File: config.mk
export PLATFORM = sky130hd
export DESIGN_NAME = bullet_controller
export DESIGN_NICKNAME = d
export VERILOG_FILES = /design/src/rtl/bullet_controller.sv
export SDC_FILE = /design/constraint.sdc
export NUM_CORES = 1
export LEC_CHECK = 0
export BUFFER_PORTS_ARGS = -buffer_cell sky130_fd_sc_hd__buf_2
export CORE_MARGIN = 2
export CORE_UTILIZATION = 50
export CTS_CLUSTER_SIZE = 28
export DETAILED_ROUTE_END_ITERATION = 12
export PLACE_DENSITY = 0.82
export SLEW_MARGIN = 0
export SYNTH_ARGS = -nofsm -noshare
export SYNTH_HDL_FRONTEND = slang
export SYNTH_SLANG_ARGS = --single-unit
File: constraint.sdc
create_clock -name frame_clk -period 10.31 [get_ports frame_clk]
set_input_delay 0.5155 -clock frame_clk [delete_from_list [all_inputs] [get_ports frame_clk]]
set_output_delay 0.5155 -clock frame_clk [all_outputs]
set_load 0.05 [all_outputs]
File: src/rtl/bullet_controller.sv
// Per-player bullet: spawns at the tank muzzle on a fire edge, moves once per frame,
// despawns on hit or playfield exit. Optional macro BULLET_WALL_BOUNCE_EN reflects off walls.
module bullet_controller #(
  parameter int BULLET_SPEED    = 4,
  parameter int BULLET_SIZE     = 2,
  parameter int MUZZLE_OFFSET   = 12,
  parameter int X_MIN           = 0,
  parameter int X_MAX           = 639,
  parameter int Y_MIN           = 0,
  parameter int Y_MAX           = 479,
  parameter int COOLDOWN_FRAMES = 15
) (
  input  logic       frame_clk,
  input  logic       Reset_n,
  input  logic       fire,
  input  logic [9:0] TankX,
  input  logic [9:0] TankY,
  input  logic [1:0] direction,
  input  logic       barrier_hit,
  input  logic       tank_hit,
  output logic [9:0] BulletX,
  output logic [9:0] BulletY,
  output logic [9:0] Bullet_Size,
  output logic       bullet_active,
  output logic       score_pulse,
  output logic [1:0] state_dbg
);

  // Handshake: none. fire is a level sampled every frame; a rising edge is a request,
  // accepted only in IDLE. Hit flags are single-frame qualifiers, honoured only in FLYING.

  typedef enum logic [1:0] {
    S_IDLE     = 2'd0,
    S_FLYING   = 2'd1,
    S_COOLDOWN = 2'd2
  } state_t;

  // Arithmetic is 12-bit signed: wide enough for 1023 + MUZZLE_OFFSET and for 0 - speed.
  localparam logic signed [11:0] SPEED_S  = 12'(BULLET_SPEED);
  localparam logic signed [11:0] OFFSET_S = 12'(MUZZLE_OFFSET);
  localparam logic signed [11:0] X_MIN_S  = 12'(X_MIN);
  localparam logic signed [11:0] X_MAX_S  = 12'(X_MAX);
  localparam logic signed [11:0] Y_MIN_S  = 12'(Y_MIN);
  localparam logic signed [11:0] Y_MAX_S  = 12'(Y_MAX);
  localparam logic [9:0]         SIZE_V   = 10'(BULLET_SIZE);

  localparam int CD_LOAD = (COOLDOWN_FRAMES == 0) ? 0 : COOLDOWN_FRAMES - 1;
  localparam int CW      = (CD_LOAD < 2) ? 1 : $clog2(CD_LOAD + 1);
  localparam logic [CW-1:0] CD_LOAD_V = CW'(CD_LOAD);

  function automatic logic signed [11:0] axis_dx(input logic [1:0] d,
                                                 input logic signed [11:0] m);
    case (d)
      2'd1:    axis_dx = m;
      2'd3:    axis_dx = -m;
      default: axis_dx = '0;
    endcase
  endfunction

  function automatic logic signed [11:0] axis_dy(input logic [1:0] d,
                                                 input logic signed [11:0] m);
    case (d)
      2'd0:    axis_dy = -m;
      2'd2:    axis_dy = m;
      default: axis_dy = '0;
    endcase
  endfunction

  function automatic logic in_field(input logic signed [11:0] x,
                                    input logic signed [11:0] y);
    in_field = (x >= X_MIN_S) && (x <= X_MAX_S) && (y >= Y_MIN_S) && (y <= Y_MAX_S);
  endfunction

`ifdef BULLET_WALL_BOUNCE_EN
  function automatic logic [9:0] clamp10(input logic signed [11:0] v,
                                         input logic signed [11:0] lo,
                                         input logic signed [11:0] hi);
    logic signed [11:0] r;
    if (v < lo)      r = lo;
    else if (v > hi) r = hi;
    else             r = v;
    clamp10 = r[9:0];
  endfunction
`endif

  state_t            state, state_nx;
  logic              fire_q;
  logic              fire_rise;
  logic [1:0]        dir_q, dir_nx;
  logic [9:0]        x_nx, y_nx, size_nx;
  logic              active_nx, score_nx;
  logic [CW-1:0]     cd_cnt, cd_nx;
  logic              despawn;
  logic signed [11:0] spawn_x, spawn_y, move_x, move_y;
  logic              spawn_ok, move_ok;
`ifdef BULLET_WALL_BOUNCE_EN
  logic [1:0]        bounce_cnt, bounce_nx;
`endif

  assign fire_rise = fire & ~fire_q;
  assign state_dbg = state;

  assign spawn_x  = $signed({2'b00, TankX}) + axis_dx(direction, OFFSET_S);
  assign spawn_y  = $signed({2'b00, TankY}) + axis_dy(direction, OFFSET_S);
  assign spawn_ok = in_field(spawn_x, spawn_y);

  assign move_x  = $signed({2'b00, BulletX}) + axis_dx(dir_q, SPEED_S);
  assign move_y  = $signed({2'b00, BulletY}) + axis_dy(dir_q, SPEED_S);
  assign move_ok = in_field(move_x, move_y);

  always_comb begin
    state_nx  = state;
    x_nx      = BulletX;
    y_nx      = BulletY;
    size_nx   = Bullet_Size;
    active_nx = bullet_active;
    score_nx  = 1'b0;
    dir_nx    = dir_q;
    cd_nx     = cd_cnt;
    despawn   = 1'b0;
`ifdef BULLET_WALL_BOUNCE_EN
    bounce_nx = bounce_cnt;
`endif

    case (state)
      S_IDLE: begin
        if (fire_rise && spawn_ok) begin
          state_nx  = S_FLYING;
          x_nx      = spawn_x[9:0];
          y_nx      = spawn_y[9:0];
          size_nx   = SIZE_V;
          active_nx = 1'b1;
          dir_nx    = direction;
`ifdef BULLET_WALL_BOUNCE_EN
          bounce_nx = 2'd0;
`endif
        end
      end

      S_FLYING: begin
        // A simultaneous barrier hit still scores: the tank hit wins.
        if (tank_hit) begin
          despawn  = 1'b1;
          score_nx = 1'b1;
        end else if (barrier_hit) begin
          despawn = 1'b1;
        end else if (move_ok) begin
          x_nx = move_x[9:0];
          y_nx = move_y[9:0];
        end else begin
`ifdef BULLET_WALL_BOUNCE_EN
          if (bounce_cnt == 2'd3) begin
            despawn = 1'b1;
          end else begin
            x_nx      = clamp10(move_x, X_MIN_S, X_MAX_S);
            y_nx      = clamp10(move_y, Y_MIN_S, Y_MAX_S);
            dir_nx    = dir_q ^ 2'b10;
            bounce_nx = bounce_cnt + 2'd1;
          end
`else
          despawn = 1'b1;
`endif
        end
      end

      S_COOLDOWN: begin
        if (cd_cnt == '0) state_nx = S_IDLE;
        else              cd_nx    = cd_cnt - CW'(1);
      end

      default: state_nx = S_IDLE;
    endcase

    if (despawn) begin
      state_nx  = S_COOLDOWN;
      x_nx      = '0;
      y_nx      = '0;
      size_nx   = '0;
      active_nx = 1'b0;
      cd_nx     = CD_LOAD_V;
    end
  end

  always_ff @(posedge frame_clk) begin
    if (!Reset_n) begin
      state         <= S_IDLE;
      fire_q        <= 1'b0;
      dir_q         <= 2'd0;
      BulletX       <= '0;
      BulletY       <= '0;
      Bullet_Size   <= '0;
      bullet_active <= 1'b0;
      score_pulse   <= 1'b0;
      cd_cnt        <= '0;
`ifdef BULLET_WALL_BOUNCE_EN
      bounce_cnt    <= 2'd0;
`endif
    end else begin
      state         <= state_nx;
      fire_q        <= fire;
      dir_q         <= dir_nx;
      BulletX       <= x_nx;
      BulletY       <= y_nx;
      Bullet_Size   <= size_nx;
      bullet_active <= active_nx;
      score_pulse   <= score_nx;
      cd_cnt        <= cd_nx;
`ifdef BULLET_WALL_BOUNCE_EN
      bounce_cnt    <= bounce_nx;
`endif
    end
  end

endmodule

==> results_dict.tcl, run 1 <==
set metrics [dict create \
    num_rows 28 \
    synth-async-reset-ratio_pct 0 \
    fmax_ghz 0.231 \
    required_ns 10.43 \
    die_y_um 83.1 \
    synth-adder-area-share_pct 13.9 \
    cts_root_buf "clkbuf_8" \
    dp_hpwl_um 6170 \
    final_common_cell "buf_2" \
    hold_path_class "input pin to register" \
    netlist-cell-type-count 73 \
    status "finished clean" \
    clock_skew_ns 0.00446 \
    synth_cells 390 \
    grt.overflow.total 0 \
    grt_max_degree 27 \
    dr.first_iter.drc_count 232 \
    avgSynthCellArea_um2 8.03 \
    cts_buffers 5 \
    power_density_nw_per_um2 118 \
    fin_tns_setup_ns 0 \
    synth_edf_count 0 \
    critPathKind "register to register" \
    critical-path-slowest-cell "nor2_1" \
    clock-sinks 31 \
    leakage_nw 1.55 \
    post-route-min-period_ns 4.33 \
    period_share_pct 42.0 \
    gp_congestion 0.904 \
    cts_setup_buffers 0 \
    yosys.area_share.xor_xnor_pct 3.64 \
    htreeDepth 2 \
    relSlewSlack_pct 24.1 \
    grt_first_pass_wirelength_um 13600 \
    final_antenna_net_count 0 \
    track_usage_pct 23.0 \
    route.detailed.drc 0 \
    drv_slew 0 \
    clkTransAtPathRegs_ns 0.07 \
    cts_tree "done" \
    cp.arrival_ns 4.46 \
    drtPass1Iterations 4 \
    synth.mux.area_fraction_pct 1.28 \
    cp-end-kind "register" \
    crit_path_max_fanout 14 \
    yosys_warnings 0 \
    die_w_um 83.1 \
    tightest_slew_ns 1.13 \
    num_vias 3155 \
    cts.repair.resized 0 \
    ys_seq_area_share_pct 19.8 \
    coreArea_um2 5990 \
    drive_gt1_share_pct 18.9 \
    clk_path_buf_depth 2 \
    ios 61 \
    synth_top_family_by_area "compound AO/OA/AOI/OAI gates" \
    clk_latency_ns 0.29 \
    initial_core_util_pct 52.3 \
    drt_wl_total_um 8170 \
    synth-simple-area-share_pct 24.9 \
    netlist_area_um2 3130 \
    ys_ff_latch 31 \
    fillCellCount 562 \
    antenna_found_initial 0 \
    cap_violations 0 \
    placedCellCount 502 \
    die_area_um2 6910 \
    peakVddDrop_uv 83.3 \
    critPathMostFrequentCell "nor2_1" \
    antenna_cells 0 \
    wire_per_inst_um 16.0 \
    vias_per_cell 6.19 \
    path_cells "nor2_1 -> ha_1 -> a211oi_1 -> nor2_1 -> o21a_1 -> a31o_2 -> a21oi_2 -> nor4_1 -> nor2_1 -> o21ai_0" \
    grt_pass1_vias 2911 \
    layout.nets 494 \
    crit_path_start_kind "register" \
    synth_compound_area_share_pct 30.1 \
    synthFlopType "dfxtp_1" \
    finalHoldViolCount 0 \
    rsz0062_at_grt "false" \
    port_buffers 51 \
    area_growth_pct 11.7 \
    cts-hold-fix-buffers 0 \
    instances_no_fill 510 \
    final_cell_mix "buf_2 (51), nand2_1 (32), dfxtp_1 (31), ha_1 (30), nor2_1 (26)" \
    setup_viol 0 \
    hold_slack_ns 0.445 \
    slowest_delay_ns 0.92 \
]
kinds of logic after synthesis:
group | count (synthesis)
mux | 4
simple gates | 145
other cells | 1
compound gates | 125
fa+ha+maj | 33
xor+xnor | 13
flops | 31
buf+inv | 38
registers in the layout, indices dropped and copies added, names as in the netlist:
name and flops:
cd_cnt 4, BulletY 10, state_dbg 2, score_pulse 1, dir_q 2, BulletX 10
Bullet_Size 1, fire_q 1
area by class of cell:
class                           instances  area, µm²  area share, %
Multi-Input combinational cell        329       2350           67.1
Sequential cell                        31        621           17.7
Timing Repair Buffer                   52        263           7.51
Tap cell                               75       93.8           2.68
Clock buffer                            6       82.6           2.36
Inverter                               15       56.3           1.61
Clock inverter                          2       35.0           1.00
layer usage:
metal | part of all wire (%) | track usage, % | up-vias
met5 | 0 | 0 | -
met4 | 1.1 | 5.22 | 0
met3 | 6.6 | 3.78 | 10
met2 | 48 | 40.5 | 123
met1 | 44 | 29.3 | 1464
li1 | - | - | 1558
worst paths after layout:
| check | from | end | slack, ns | cells past startpoint |
|---|---|---|---|---|
| setup reg to reg | dir_q[0] | BulletY[7] | 5.98 | 10 |
| hold reg to reg | BulletY[1] | BulletY[1] | 0.45 | 2 |
| hold / removal | fire | fire_q | 0.45 | 2 |
| setup / recovery | dir_q[0] | BulletY[7] | 5.98 | 10 |
synth_stat cells (3+ instances only):
library cell | instances | area, µm²
a2111oi_0 | 3 | 26.3
a22oi_1 | 4 | 30.0
o21bai_1 | 5 | 37.5
a21oi_1 | 23 | 115
or4_1 | 4 | 30.0
o31ai_2 | 4 | 50.1
and4_1 | 3 | 26.3
nand4_1 | 10 | 62.6
a211o_1 | 5 | 43.8
inv_1 | 14 | 52.6
a21o_1 | 4 | 30.0
nor2_1 | 26 | 97.6
nor2b_1 | 6 | 37.5
a211oi_1 | 6 | 45.0
or3_1 | 5 | 31.3
o31ai_1 | 4 | 30.0
xor2_1 | 8 | 70.1
xnor2_1 | 5 | 43.8
and3_1 | 4 | 25.0
nand2_1 | 32 | 120
nand3_1 | 6 | 30.0
o211ai_1 | 5 | 37.5
buf_4 | 11 | 82.6
clkbuf_1 | 8 | 30.0
nor3_1 | 17 | 85.1
and2_1 | 4 | 25.0
a31oi_1 | 6 | 37.5
a21oi_2 | 3 | 26.3
mux2i_1 | 4 | 40.0
fa_1 | 3 | 60.1
o21ai_0 | 19 | 95.1
nor4_1 | 6 | 37.5
o21ai_1 | 3 | 15.0
nand2b_1 | 8 | 50.1
ha_1 | 30 | 375
o21a_1 | 4 | 30.0
dfxtp_1 | 31 | 621
stage by stage:
step	power, mW	utilization (%)	area, µm²	setup WS, ns
after global placement	0.282	56.4	3380	6.15
final	0.412	58.4	3500	5.98
after floorplan	0.256	-	3160	6.98
after CTS	0.410	58.4	3500	6.04
after detailed placement	0.286	56.4	3380	6.06
after global routing	0.434	58.4	3500	5.70
critical path: cells and delay by family (launching register included):
family	cells	cell delay [ns]
flops	1	0.38
compound gates	5	1.39
simple gates	4	1.94
fa+ha+maj	1	0.45
where the power goes:
| part | internal [mW] | total, mW | switching (mW) | leakage, nW |
|---|---|---|---|---|
| logic | 0.0560 | 0.157 | 0.101 | 1.24 |
| clock network | 0.0781 | 0.125 | 0.0473 | 0.0612 |
| registers | 0.124 | 0.129 | 0.00480 | 0.251 |
Note: power is estimated with default switching activity, not from simulation.
==> run 2, diff against run 1 <==
Clock period 10.31 ns to 4.3 ns, I/O delays scaled along.
==> run 2 against run 1 <==
  * Sequential cell count is the same
  * First-iteration DRC count shrank 17%
  * Clock power grew 76%
  * Cell count grew 0.39%
  * Non-clock buffer count grew 2
  * Sequential power grew 140%
  * Power grew 120%
  * Utilization shrank 0.31 points
  * Critical path depth grew 1
  * Global-route usage shrank 0.57 points
  * Via count grew 1.8%
  * Largest power group unchanged
  * Highest routed layer unchanged
==> results_dict.tcl, run 2 (synthesis results as in run 1) <==
set metrics [dict create \
    r2r_end "BulletX[6]" \
    slowest_delay_ns 0.68 \
    design_area_um2 3480 \
    fillCellCount 537 \
    status "finished clean" \
    cts-hold-fix-buffers 0 \
    antenna_found_initial 0 \
    period_share_pct 83.7 \
    dp_slack_ns 0.632 \
    cts_setup_buffers 0 \
    final_common_cell "buf_2" \
    cts_buffers 5 \
    instances_no_fill 512 \
    relSlewSlack_pct 35.6 \
    coreArea_um2 5990 \
    holdPathStages 2 \
    path_depth 11 \
    crit_path_start_kind "register" \
    track_usage_pct 22.4 \
    holdCritStartpoint "fire" \
    reg2reg_depth 11 \
    cts_tree "done" \
    power_density_nw_per_um2 261 \
    clock_skew_ns 0.00397 \
    vias_per_cell 6.27 \
    cap_violations 0 \
    fin_tns_setup_ns 0 \
    grt_pass1_vias 2885 \
    hold_slack_ns 0.156 \
    power.total_uw 907 \
    clkTransAtPathRegs_ns 0.06 \
    cts_root_buf "clkbuf_8" \
    clk_latency_ns 0.28 \
    cp.arrival_ns 3.75 \
    route.detailed.drc 0 \
    min_to "fire_q" \
    clk_path_buf_depth 2 \
    leakage_nw 1.55 \
    die_w_um 83.1 \
    r2r_start "dir_q[0]" \
    cp-end-kind "register" \
    antenna_cells 0 \
    path_cells "nand2_1 -> xnor2_1 -> ha_1 -> and3_1 -> and3_1 -> or3_1 -> a22oi_1 -> o22ai_1 -> or4_1 -> a22oi_1 -> o32ai_1" \
    wire_per_inst_um 15.6 \
    num_rows 28 \
    biggestRegsByFlops "BulletX: 10 flops, BulletY: 10 flops, cd_cnt: 4 flops" \
    dr.first_iter.drc_count 192 \
    initial_core_util_pct 52.3 \
    setup_viol 0 \
    dp_hpwl_um 6100 \
    final_util_pct 58.1 \
    layout.nets 496 \
    placedCellCount 504 \
    grt_first_pass_wirelength_um 13200 \
    finalHoldViolCount 0 \
    peakVddDrop_uv 132 \
    hold_path_class "input pin to register" \
    critPathBufInv 0 \
    die_area_um2 6910 \
    ios 61 \
    crit_path_max_fanout 7 \
    port_buffers 51 \
    area_growth_pct 11.1 \
    cts.repair.resized 0 \
    num_vias 3211 \
    dpl_cell_area_um2 3400 \
    drive_gt1_share_pct 19.2 \
    die_y_um 83.1 \
    grt.overflow.total 0 \
    r2r_slack_ns 0.70 \
    crit_family "simple AND/OR/NAND/NOR gates" \
    drtPass1Iterations 5 \
    tightest_slew_ns 0.966 \
    required_ns 4.45 \
    drt_wl_total_um 8000 \
    final_cell_mix "buf_2 (51), nand2_1 (32), dfxtp_1 (31), ha_1 (30), nor2_1 (26)" \
    htreeDepth 2 \
    clock-sinks 31 \
    critPathKind "register to register" \
    fmax_ghz 0.278 \
    layout_setup_ws_ns 0.703 \
    final_antenna_net_count 0 \
    drv_slew 0 \
    grt_max_degree 27 \
    post-route-min-period_ns 3.60 \
    gp_congestion 0.907 \
    critical-path-slowest-cell "or4_1" \
    rsz0062_at_grt "false" \
]
[run 2: cell types whose count changed in the layout (fill, tap and decap cells not counted)]
cell | previous run | this run
clkinv_2 | 1 | 3
clkbuf_8 | 6 | 5
bufinv_16 | 1 | 0
buf_4 | 1 | 3
[run 2: worst max path at each step]
stage                      start         end  slack [ns]
detailed placement  direction[1]  BulletX[6]        0.63
global route            dir_q[0]  BulletX[6]        0.51
global placement    direction[0]  BulletX[4]        0.79
finish                  dir_q[0]  BulletX[6]        0.70
CTS                     dir_q[0]  BulletX[6]        0.76
floorplan               dir_q[0]  BulletX[5]        0.97
[run 2: power breakdown]
part / internal, mW / total, mW / leakage, nW / switching, mW
combinational: 0.135 / 0.378 / 1.25 / 0.242
sequential: 0.298 / 0.309 / 0.251 / 0.0115
clock: 0.110 / 0.220 / 0.0477 / 0.109
total: 0.544 / 0.907 / 1.55 / 0.363
[run 2: worst reg2reg max path: cells and delay by family, from the launching register on]
kind	cells	cell delay [ns]
AOI/OAI and AO/OA	4	0.84
DFF	1	0.44
xor gates and xnor gates	1	0.19
adders and majority gates	1	0.29
and+or+nand+nor	5	1.69
[run 2: layout make-up]
type	count	area (µm²)	share of cell area, %
repair buffers	54	278	7.98
flip-flops and latches	31	621	17.8
clock inverters	3	15.0	0.431
multi-input cells	329	2350	67.5
clock buffers	5	68.8	1.98
well taps	75	93.8	2.70
inverters	15	56.3	1.62
[run 2: routing by layer]
layer	part of all wire, %	global-route usage (%)	up-vias
li1	-	-	1568
met1	44	29.3	1510
met2	49	38.0	119
met3	5.6	3.68	14
met4	1.4	6.56	0
met5	0	0	-
==> run 3, diff against run 2 <==
Clock period 4.3 ns to 3.5 ns, I/O delays scaled along.
==> run 3 against run 2 <==
  * Combinational power is 29% higher
  * Power rose by 37%
  * Cell area grew 4.2%
  * Largest power group unchanged
  * Hold slack worse by 0.047 ns
  * Critical path depth increased by 1
  * First-iteration DRC count is 5.2% lower
  * Utilization is 2.5 points higher
  * Register-to-register slack worse by 0.55 ns
  * Fmax up 7.6%
  * Worst setup slack worse by 0.55 ns
  * Cell count up 2.0%
==> results_dict.tcl, run 3 (synthesis results as in run 1) <==
set metrics [dict create \
    final_antenna_net_count 0 \
    fin_tns_setup_ns 0 \
    coreArea_um2 5990 \
    post-route-min-period_ns 3.34 \
    p_seq_share_pct 30.6 \
    use_met2_pct 38.5 \
    tightest_slew_ns 0.596 \
    die_w_um 83.1 \
    clock_skew_ns 0.00284 \
    path_cells "nor2_2 -> buf_4 -> ha_1 -> or4_1 -> a21oi_2 -> a21oi_2 -> a2111oi_4 -> a21oi_2 -> nor4_4 -> nor2_1 -> buf_4 -> o32ai_1" \
    area_growth_pct 15.8 \
    relSlewSlack_pct 59.2 \
    rsz0062_at_grt "false" \
    cp-end-kind "register" \
    cap_violations 0 \
    final_util_pct 60.5 \
    clk_path_buf_depth 2 \
    die_area_um2 6910 \
    hold_path_class "input pin to register" \
    grtUsageMet3_pct 3.98 \
    grt.overflow.total 0 \
    cts_tree "done" \
    period_share_pct 95.5 \
    drv_slew 0 \
    clk_latency_ns 0.29 \
    critical-path-slowest-cell "or4_1" \
    final_cell_mix "buf_2 (51), nand2_1 (32), dfxtp_1 (30), ha_1 (30), nor2_1 (25)" \
    dp_slack_ns -0.00188 \
    antenna_found_initial 0 \
    leakage_nw 1.62 \
    critPathKind "register to register" \
    initial_core_util_pct 52.3 \
    antenna_cells 0 \
    layout_setup_ws_ns 0.157 \
    grt_max_degree 21 \
    reg2reg_depth 12 \
    clock-sinks 31 \
    fmax_ghz 0.299 \
    clkTransAtPathRegs_ns 0.07 \
    setup_viol 0 \
    gr-usage-met1_pct 32.0 \
    drtPass1Iterations 4 \
    grt_first_pass_wirelength_um 13800 \
    dp_hpwl_um 6380 \
    design_area_um2 3630 \
    slowest_delay_ns 0.54 \
    port_buffers 51 \
    wire_per_inst_um 16.1 \
    final_common_cell "buf_2" \
    cts_buffers 5 \
    peakVddDrop_uv 241 \
    vias_per_cell 6.21 \
    route.detailed.drc 0 \
    switching_share_pct 37.8 \
    biggestRegsByFlops "BulletX: 10 flops, BulletY: 10 flops, cd_cnt: 4 flops" \
    finalHoldViolCount 0 \
    cp.arrival_ns 3.53 \
    p_comb_share_pct 39.2 \
    dr.first_iter.drc_count 182 \
    dpl_cell_area_um2 3460 \
    gp_congestion 0.960 \
    required_ns 3.69 \
    ios 61 \
    status "finished clean" \
    crit_path_start_kind "register" \
    holdPathStages 2 \
    power_density_nw_per_um2 343 \
    critPathMostFrequentCell "a21oi_2" \
    grt_pass1_vias 2973 \
    crit_path_max_fanout 8 \
    switchingPower_uw 470 \
    htreeDepth 2 \
    die_y_um 83.1 \
    num_rows 28 \
    drive_gt1_share_pct 22.4 \
    num_vias 3244 \
    drt_wl_total_um 8390 \
    layout.nets 506 \
    cts_root_buf "clkbuf_8" \
    clock_power_share_pct 30.2 \
    p_int_uw 773 \
    top_usage_layer "met2" \
    track_usage_pct 23.4 \
]
-- run 3: layout make-up --
| class | instances | area (µm²) |
|---|---|---|
| Fill cell | 537 | 2360 |
| Clock inverter | 2 | 35.0 |
| Tap cell | 75 | 93.8 |
| Multi-Input combinational cell | 329 | 2380 |
| Inverter | 15 | 56.3 |
| Clock buffer | 6 | 82.6 |
| Sequential cell | 31 | 622 |
| Timing Repair Buffer | 64 | 353 |
-- run 3: worst max-delay path, delay by kind of cell (launching register included) --
family                     cells  cell delay [ns]
and+or+nand+nor                4             1.14
DFF                            1             0.43
AOI/OAI and AO/OA              5             1.04
adders and majority gates      1             0.26
buffers and inverters          2             0.37
-- run 3: repair_timing --
action / CTS / global route
hold buffers: 0 / 0
pin swaps: 0 / 1
buffers inserted: 0 / 1
endpoints found under the setup margin: 3 / 22
gates resized for setup: 1 / 7
-- run 3: final timing paths --
kind	start	endpoint	slack, ns
min reg2reg	BulletX[1]	BulletX[1]	0.45
min	fire	fire_q	0.11
max reg2reg	dir_q[1]	BulletX[6]	0.16
max	dir_q[1]	BulletX[6]	0.16
-- run 3: power groups by stage --
stage                     Sequential (mW)  Clock [mW]  Combinational (mW)
after global routing                0.382       0.388               0.531
after detailed placement            0.388           0               0.465
final                               0.381       0.376               0.487
after global placement              0.387           0               0.452
after floorplan                     0.419           0               0.336
after CTS                           0.380       0.376               0.470
-- run 3: stage by stage --
step | total power, mW | hold WS (ns) | cells
after global placement | 0.840 | 0.398 | 513
after CTS | 1.23 | 0.105 | 521
after global routing | 1.30 | 0.117 | 522
after floorplan | 0.755 | 0.297 | 398
after detailed placement | 0.852 | 0.403 | 513
final | 1.24 | 0.109 | 522
-- run 3: metal layers --
metal / vias to the layer above / part of all wire (%)
li1: 1589 / -
met1: 1523 / 44
met2: 121 / 48
met3: 11 / 6.7
met4: 0 / 1.2
met5: - / 0
